## config.mk

```make
export PLATFORM = sky130hd
export DESIGN_NAME = neo_pixel_encoder_flat
export DESIGN_NICKNAME = d
export VERILOG_FILES = /design/src/rtl/neo_pkg.sv /design/src/rtl/neo_pixel_encoder_if.sv /design/src/rtl/neo_channel_scale.sv /design/src/rtl/neo_pixel_encoder.sv /design/src/flat_wrapper.sv
export SDC_FILE = /design/constraint.sdc
export NUM_CORES = 1
export LEC_CHECK = 0
export ABC_CLOCK_PERIOD_IN_PS = 6300
export CORE_UTILIZATION = 42
export DETAILED_ROUTE_END_ITERATION = 7
export PLACE_DENSITY = 0.73
export SLEW_MARGIN = 20
export SYNTH_ARGS = -nofsm -noshare
export SYNTH_HDL_FRONTEND = slang
export SYNTH_SLANG_ARGS = --single-unit
```

## constraint.sdc

```tcl
create_clock -name clock -period 6.3 [get_ports clock]
set_input_delay 0.63 -clock clock [delete_from_list [all_inputs] [get_ports clock]]
set_output_delay 0.63 -clock clock [all_outputs]
set_load 0.005 [all_outputs]
```

## src/rtl/neo_pkg.sv

```systemverilog
`default_nettype none
// ============================================================================
// Module   : neo_pkg
// Brief    : Shared types and default timing for the NeoPixel encoder.
// Revision : 1.0 - initial release
// ============================================================================
package neo_pkg;

    // Defaults assume a 50 MHz clock.
    localparam int c_t0h_cycles   = 18;
    localparam int c_t1h_cycles   = 35;
    localparam int c_bit_cycles   = 63;
    localparam int c_latch_cycles = 2500;

    typedef enum logic [1:0] {
        ST_IDLE  = 2'd0,
        ST_SEND  = 2'd1,
        ST_LATCH = 2'd2
    } neo_state_t;

    typedef struct packed {
        logic [7:0] g;
        logic [7:0] r;
        logic [7:0] b;
    } neo_grb_t;

endpackage
`default_nettype wire

```

## src/rtl/neo_pixel_encoder_if.sv

```systemverilog
`default_nettype none
// ============================================================================
// Module   : neo_pixel_encoder_if
// Brief    : Pixel word valid/ready handshake between sequencer and encoder.
// Revision : 1.0 - initial release
// ============================================================================
interface neo_pixel_encoder_if;
    import neo_pkg::*;

    neo_grb_t pix_grb;
    logic     pix_last;
    logic     pix_valid;
    logic     pix_ready;

    modport master (
        output pix_grb,
        output pix_last,
        output pix_valid,
        input  pix_ready
    );

    modport slave (
        input  pix_grb,
        input  pix_last,
        input  pix_valid,
        output pix_ready
    );

endinterface
`default_nettype wire

```

## src/rtl/neo_channel_scale.sv

```systemverilog
`default_nettype none
// ============================================================================
// Module   : neo_channel_scale
// Brief    : Scales one colour channel by (brightness+1)/256; built only when
//            NEO_BRIGHTNESS_EN is defined.
// Revision : 1.0 - initial release
// ============================================================================
`ifdef NEO_BRIGHTNESS_EN
module neo_channel_scale (
    input  wire logic [7:0] ch,
    input  wire logic [7:0] brightness,
    output logic      [7:0] scaled
);
    logic [8:0]  w_gain;
    logic [15:0] w_prod;

    // Max product 255*256 fits in 16 bits, so brightness=255 is an exact identity.
    assign w_gain = {1'b0, brightness} + 9'd1;
    assign w_prod = 16'(ch) * 16'(w_gain);
    assign scaled = w_prod[15:8];

endmodule
`endif
`default_nettype wire

```

## src/rtl/neo_pixel_encoder.sv

```systemverilog
`default_nettype none
// ============================================================================
// Module   : neo_pixel_encoder
// Brief    : Serialises 24-bit GRB words into the WS2812B single-wire waveform.
//            Optional global brightness scaling under NEO_BRIGHTNESS_EN.
// Revision : 1.0 - initial release
// ============================================================================
module neo_pixel_encoder
    import neo_pkg::*;
#(
    parameter int T0H_CYCLES   = c_t0h_cycles,
    parameter int T1H_CYCLES   = c_t1h_cycles,
    parameter int BIT_CYCLES   = c_bit_cycles,
    parameter int LATCH_CYCLES = c_latch_cycles
) (
    input  wire logic          clock,
    input  wire logic          reset_n,
    neo_pixel_encoder_if.slave pix,
`ifdef NEO_BRIGHTNESS_EN
    input  wire logic [7:0]    brightness,
`endif
    output logic               neo_data,
    output logic               busy,
    output logic               frame_done,
    output logic               underrun
);

    localparam int CYC_W = $clog2(BIT_CYCLES);
    localparam int LAT_W = $clog2(LATCH_CYCLES);

    localparam logic [CYC_W-1:0] c_cyc_last = CYC_W'(BIT_CYCLES - 1);
    localparam logic [CYC_W-1:0] c_cyc_pen  = CYC_W'(BIT_CYCLES - 2);
    localparam logic [CYC_W-1:0] c_t0h      = CYC_W'(T0H_CYCLES);
    localparam logic [CYC_W-1:0] c_t1h      = CYC_W'(T1H_CYCLES);
    localparam logic [LAT_W-1:0] c_lat_last = LAT_W'(LATCH_CYCLES - 1);
    localparam logic [LAT_W-1:0] c_lat_pen  = LAT_W'(LATCH_CYCLES - 2);

    neo_state_t       r_state;
    logic [23:0]      r_shreg;
    logic             r_last;
    logic [4:0]       r_bit_cnt;
    logic [CYC_W-1:0] r_cyc_cnt;
    logic [LAT_W-1:0] r_lat_cnt;
    logic             r_neo_data;
    logic             r_pix_ready;
    logic             r_busy;
    logic             r_frame_done;

    logic [23:0]      w_load_word;
    logic [CYC_W-1:0] w_cyc_nxt;
    logic             w_accept;

    function automatic logic f_high(input logic [CYC_W-1:0] cyc, input logic msb);
        return cyc < (msb ? c_t1h : c_t0h);
    endfunction

`ifdef NEO_BRIGHTNESS_EN
    logic [23:0] w_raw_word;
    assign w_raw_word = pix.pix_grb;

    for (genvar i = 0; i < 3; i++) begin : g_scale
        neo_channel_scale u_scale (
            .ch         (w_raw_word[8*i +: 8]),
            .brightness (brightness),
            .scaled     (w_load_word[8*i +: 8])
        );
    end
`else
    assign w_load_word = pix.pix_grb;
`endif

    assign w_cyc_nxt = r_cyc_cnt + CYC_W'(1);
    assign w_accept  = r_pix_ready & pix.pix_valid;

    always_ff @(posedge clock or negedge reset_n) begin
        if (!reset_n) begin
            r_state      <= ST_IDLE;
            r_shreg      <= '0;
            r_last       <= 1'b0;
            r_bit_cnt    <= '0;
            r_cyc_cnt    <= '0;
            r_lat_cnt    <= '0;
            r_neo_data   <= 1'b0;
            r_pix_ready  <= 1'b0;
            r_busy       <= 1'b0;
            r_frame_done <= 1'b0;
        end else begin
            r_frame_done <= 1'b0;
            case (r_state)
                ST_IDLE: begin
                    r_neo_data <= 1'b0;
                    if (w_accept) begin
                        r_shreg     <= w_load_word;
                        r_last      <= pix.pix_last;
                        r_bit_cnt   <= 5'd23;
                        r_cyc_cnt   <= '0;
                        r_neo_data  <= f_high('0, w_load_word[23]);
                        r_pix_ready <= 1'b0;
                        r_busy      <= 1'b1;
                        r_state     <= ST_SEND;
                    end else begin
                        r_pix_ready <= 1'b1;
                        r_busy      <= 1'b0;
                    end
                end

                ST_SEND: begin
                    if (r_cyc_cnt != c_cyc_last) begin
                        r_cyc_cnt   <= w_cyc_nxt;
                        r_neo_data  <= f_high(w_cyc_nxt, r_shreg[23]);
                        // Open the ready window only on the final cycle of a non-last pixel.
                        r_pix_ready <= (r_bit_cnt == 5'd0) && (r_cyc_cnt == c_cyc_pen) && !r_last;
                    end else if (r_bit_cnt != 5'd0) begin
                        r_cyc_cnt   <= '0;
                        r_bit_cnt   <= r_bit_cnt - 5'd1;
                        r_shreg     <= {r_shreg[22:0], 1'b0};
                        r_neo_data  <= f_high('0, r_shreg[22]);
                        r_pix_ready <= 1'b0;
                    end else if (r_last) begin
                        r_lat_cnt    <= '0;
                        r_neo_data   <= 1'b0;
                        r_pix_ready  <= 1'b0;
                        r_frame_done <= (c_lat_last == '0);
                        r_state      <= ST_LATCH;
                    end else if (w_accept) begin
                        r_shreg     <= w_load_word;
                        r_last      <= pix.pix_last;
                        r_bit_cnt   <= 5'd23;
                        r_cyc_cnt   <= '0;
                        r_neo_data  <= f_high('0, w_load_word[23]);
                        r_pix_ready <= 1'b0;
                    end else begin
                        r_neo_data  <= 1'b0;
                        r_pix_ready <= 1'b1;
                        r_busy      <= 1'b0;
                        r_state     <= ST_IDLE;
                    end
                end

                ST_LATCH: begin
                    r_neo_data  <= 1'b0;
                    r_pix_ready <= 1'b0;
                    if (r_lat_cnt != c_lat_last) begin
                        r_lat_cnt    <= r_lat_cnt + LAT_W'(1);
                        r_frame_done <= (r_lat_cnt == c_lat_pen);
                    end else begin
                        r_pix_ready <= 1'b1;
                        r_busy      <= 1'b0;
                        r_state     <= ST_IDLE;
                    end
                end

                default: begin
                    r_neo_data  <= 1'b0;
                    r_pix_ready <= 1'b0;
                    r_busy      <= 1'b0;
                    r_state     <= ST_IDLE;
                end
            endcase
        end
    end

    // Underrun is only knowable once the final-cycle handshake is seen to be missing.
    assign underrun      = (r_state == ST_SEND) & r_pix_ready & ~pix.pix_valid;
    assign neo_data      = r_neo_data;
    assign busy          = r_busy;
    assign frame_done    = r_frame_done;
    assign pix.pix_ready = r_pix_ready;

endmodule
`default_nettype wire
```

## src/flat_wrapper.sv

```systemverilog
// flat-port wrapper written by rule: the top's interface ports become plain ports
module neo_pixel_encoder_flat import neo_pkg::*;
#(
    parameter int T0H_CYCLES   = c_t0h_cycles,
    parameter int T1H_CYCLES   = c_t1h_cycles,
    parameter int BIT_CYCLES   = c_bit_cycles,
    parameter int LATCH_CYCLES = c_latch_cycles
)
  (clock, reset_n, neo_data, busy, frame_done, underrun, pix_pix_grb, pix_pix_last, pix_pix_valid, pix_pix_ready);
  neo_pixel_encoder_if pix_i ();
  input  wire logic clock;
  input  wire logic reset_n;
  output logic neo_data;
  output logic busy;
  output logic frame_done;
  output logic underrun;
  input wire logic [$bits(pix_i.pix_grb)-1:0] pix_pix_grb;
  input wire logic [$bits(pix_i.pix_last)-1:0] pix_pix_last;
  input wire logic [$bits(pix_i.pix_valid)-1:0] pix_pix_valid;
  output wire logic [$bits(pix_i.pix_ready)-1:0] pix_pix_ready;
  assign pix_i.pix_grb = pix_pix_grb;
  assign pix_i.pix_last = pix_pix_last;
  assign pix_i.pix_valid = pix_pix_valid;
  assign pix_pix_ready = pix_i.pix_ready;
  neo_pixel_encoder #(.T0H_CYCLES(T0H_CYCLES), .T1H_CYCLES(T1H_CYCLES), .BIT_CYCLES(BIT_CYCLES), .LATCH_CYCLES(LATCH_CYCLES)) u_core (.clock(clock), .reset_n(reset_n), .pix(pix_i), .neo_data(neo_data), .busy(busy), .frame_done(frame_done), .underrun(underrun));
endmodule
```

==> summary.md <==
| Metric | Value |
|---|---|
| Status | `finished, final reports clean` |
| Fin nets | `363` |
| Most frequent cells in the layout | `54 x dfrtp_1, 31 x clkdlybuf4s50_1, 23 x or2_2, 23 x o221a_2, 18 x nand2_1` |
| Busiest grt layer | `met2` |
| RSZ-0062 raised after global routing | `no` |
| Ratio of cells with drive above 1 in the final layout | `18.89%` |
| Final Hold Vio Count | `0` |
| Syn Nets | `340` |
| Maxcap violations | `0` |
| FP Rows | `30` |
| Core ar. | `6869 sq um` |
| Final worst path period need | `2.961 ns` |
| GRT Total Usage | `19.19%` |
| Worst-skew pair later-pin latency | `0.32 ns` |
| Leak | `1.526 nW` |
| Setup crit start kind | `register` |
| CTS Sinks | `54` |
| EDFF count, synth | `0` |
| DRT iter0 DRCs | `127` |
| # DRC | `0` |
| Max Clk Rate | `337.8 MHz` |
| Vias | `2436` |
| Initial Util | `43.86%` |
| Cell Chain, Critical Path | `inv_1 > ha_1 > or4b_1 > o2111ai_1 > nand2_1 > o221a_2` |
| Cell Pwr Density | `166.6 nW/um^2` |
| Primary FF master, synth | `dfrtp_1` |
| Asr flop ratio synth | `100.0%` |
| Antenna diodes | `0` |
| Critical Path AT | `3.17 ns` |
| Post-synthesis cell count | `299` |
| Worst path slowest cell | `nand2_1` |
| Worst Max-Slew Pin Slew | `0.8526 ns` |
| CTS Buffer Depth | `2` |
| Initial antenna violation count | `0` |
| Worst slew margin relative to its limit | `42.99%` |
| Fin crit share | `46.99%` |
| M1 GR Usage | `26.69%` |
| H-tree lvl count | `2` |
| Vias in the first global route | `2359` |
| TritonCTS clock tree | `built` |
| Die height | `86.70 microns` |
| Final setup margin | `3.339 ns` |
| Placer congestion estimate | `0.8936` |
| Required time of the critical path | `6.51 ns` |
| Largest net degree at the start of global routing | `55` |
| Wire length per cell after detailed routing | `15.47 microns` |
| Buf+Inv Stages, Crit Path | `1` |
| Vias per cell | `5.814` |
| Syn_area_per_cell | `10.08 sq um` |
| Max Slew Vio Count | `0` |
| GR met3 Demand/Resource | `3.429%` |
| Count of final setup violators | `0` |
| Hpwl dp | `4396 microns` |
| Routed Antenna Nets | `0` |
| Syn Std Cell Area | `3013 sq um` |
| Hold/Removal Path Class | `input pin to async pin` |
| Setup Slack @ Placement | `3.327 ns` |
| Remaining Overflow, GRT | `0` |
| Chip Width | `86.70 microns` |
| Critical path's largest stage delay | `0.62 ns` |
| Peak VDD IR | `0.08270 mV` |
| First-pass GRT wire length | `11320 microns` |
| Reg clk slew, reported paths | `0.11 ns` |
| Port bufs | `32` |
| First drt pass iteration count | `4` |
| Setup Total Neg Slack | `0 ns` |
| Distinct cells, synth | `52` |
| Cell family with most CP delay | `simple AND/OR/NAND/NOR gates` |
| Register area share after synthesis | `44.85%` |
| PostCTS Resize Cnt | `0` |
| Inserted Clock Buffers | `5` |
| Crit end category | `register` |
| FF+latch count, synth | `54` |
| Commonest non-fill, non-tap cell in the layout | `dfrtp_1` |
| Post-CTS Setup Repair Bufs | `0` |
| Area growth from synthesis to layout | `15.91%` |
| Syn. warnings | `0` |
| CP max FO | `25` |
| Full die area | `7516 sq um` |
| CTS Root Cell | `clkbuf_8` |
| Setup Skew | `0.009197 ns` |
| Total wire length | `6484 microns` |
| Hold buffers post-CTS | `0` |
| Ports | `33` |
| Met2 Resource Use GR | `30.74%` |
| Filler cells | `622` |
| Critical path class | `register to register` |
[synth_stat cells (2+ instances only)]
library cell / count / area (sq um)
dfrtp_1: 54 / 1351
o221a_2: 23 / 259.0
or2_2: 23 / 143.9
nand2_1: 18 / 67.56
o21ai_0: 17 / 85.08
clkbuf_1: 16 / 60.06
nand3_1: 16 / 80.08
inv_1: 14 / 52.55
ha_1: 13 / 162.7
a21oi_1: 12 / 60.06
nor2_1: 8 / 30.03
o31ai_1: 7 / 52.55
nand4_1: 6 / 37.54
and3_1: 4 / 25.02
nand2b_1: 4 / 25.02
nor3_1: 4 / 20.02
or4_1: 4 / 30.03
a22o_1: 3 / 26.28
a31oi_1: 3 / 18.77
and2_1: 3 / 18.77
and4_1: 3 / 26.28
xor2_1: 3 / 26.28
a21o_1: 2 / 15.01
a41oi_1: 2 / 17.52
and3b_1: 2 / 17.52
buf_2: 2 / 10.01
mux2i_1: 2 / 20.02
nor2b_1: 2 / 12.51
o2111ai_1: 2 / 17.52
o22a_1: 2 / 17.52
o31a_1: 2 / 17.52
o41a_1: 2 / 22.52
o41ai_2: 2 / 32.53
[per-stage QoR]
step | utilization [%] | instance area [sq um] | instances | hold slack (ns) | power [mW]
after global routing | 50.84 | 3492 | 419 | 0.4912 | 0.6085
after floorplan | - | 3013 | 299 | 0.3344 | 0.3535
final | 50.84 | 3492 | 419 | 0.4249 | 0.5818
after CTS | 50.84 | 3492 | 419 | 0.4587 | 0.5888
after global placement | 49.40 | 3393 | 411 | 0.5005 | 0.3782
after detailed placement | 49.40 | 3393 | 411 | 0.5038 | 0.3783
[area by class of cell]
cell class	count	area, sq um	share of cell area, %
clock buffers	6	82.58	2.365
multi-input cells	213	1539	44.07
well taps	96	120.1	3.440
clock inverters	2	16.27	0.4658
inverters	14	52.55	1.505
flip-flops and latches	54	1351	38.70
repair buffers	34	330.3	9.459
[worst paths after layout]
| check | endpoint | from | slack, ns | cells past startpoint |
|---|---|---|---|---|
| min in group clock | u_core.r_shreg[0] | u_core.r_shreg[0] | 0.53 | 2 |
| setup / recovery | u_core.r_shreg[16] | u_core.r_bit_cnt[0] | 3.34 | 6 |
| max in group asynchronous | u_core.r_lat_cnt[2] | reset_n | 5.40 | 2 |
| hold / removal | u_core.r_cyc_cnt[2] | reset_n | 0.42 | 2 |
| setup reg to reg | u_core.r_shreg[16] | u_core.r_bit_cnt[0] | 3.34 | 6 |
| hold reg to reg | u_core.r_shreg[0] | u_core.r_shreg[0] | 0.53 | 2 |
[state kept, by name, indices dropped and copies added, names as in the netlist]
signal	cells
u_core.r_cyc_cnt	6
u_core.r_last	1
u_core.neo_data	1
u_core.r_lat_cnt	12
u_core.r_bit_cnt	5
u_core.pix.pix_ready	1
u_core.r_state	2
u_core.r_shreg	24
u_core.frame_done	1
u_core.busy	1
[where the power goes]
| part | internal (mW) | switching [mW] | total [mW] |
|---|---|---|---|
| combinational | 0.0147 | 0.00976 | 0.0245 |
| sequential | 0.346 | 0 | 0.346 |
| clock | 0.0908 | 0.120 | 0.211 |
| total | 0.452 | 0.130 | 0.582 |
[layer usage]
metal / up-vias / share of wire, %
met5: - / 0
met4: 0 / 1.4
met3: 8 / 3.2
met2: 51 / 48
met1: 1203 / 47
li1: 1174 / -
[logic make-up (layout without fill, tap and decap cells)]
| group | count (synthesis) | count (layout) | synth area share (%) |
|---|---|---|---|
| and+or+nand+nor | 105 | 105 | 19.85 |
| DFF | 54 | 54 | 44.85 |
| adders and majority gates | 13 | 13 | 5.399 |
| AOI/OAI and AO/OA | 89 | 89 | 24.00 |
| buffers and inverters | 32 | 56 | 4.070 |
| xor gates and xnor gates | 4 | 4 | 1.163 |
| muxes | 2 | 2 | 0.6645 |
(Power assumes the default switching activity.)
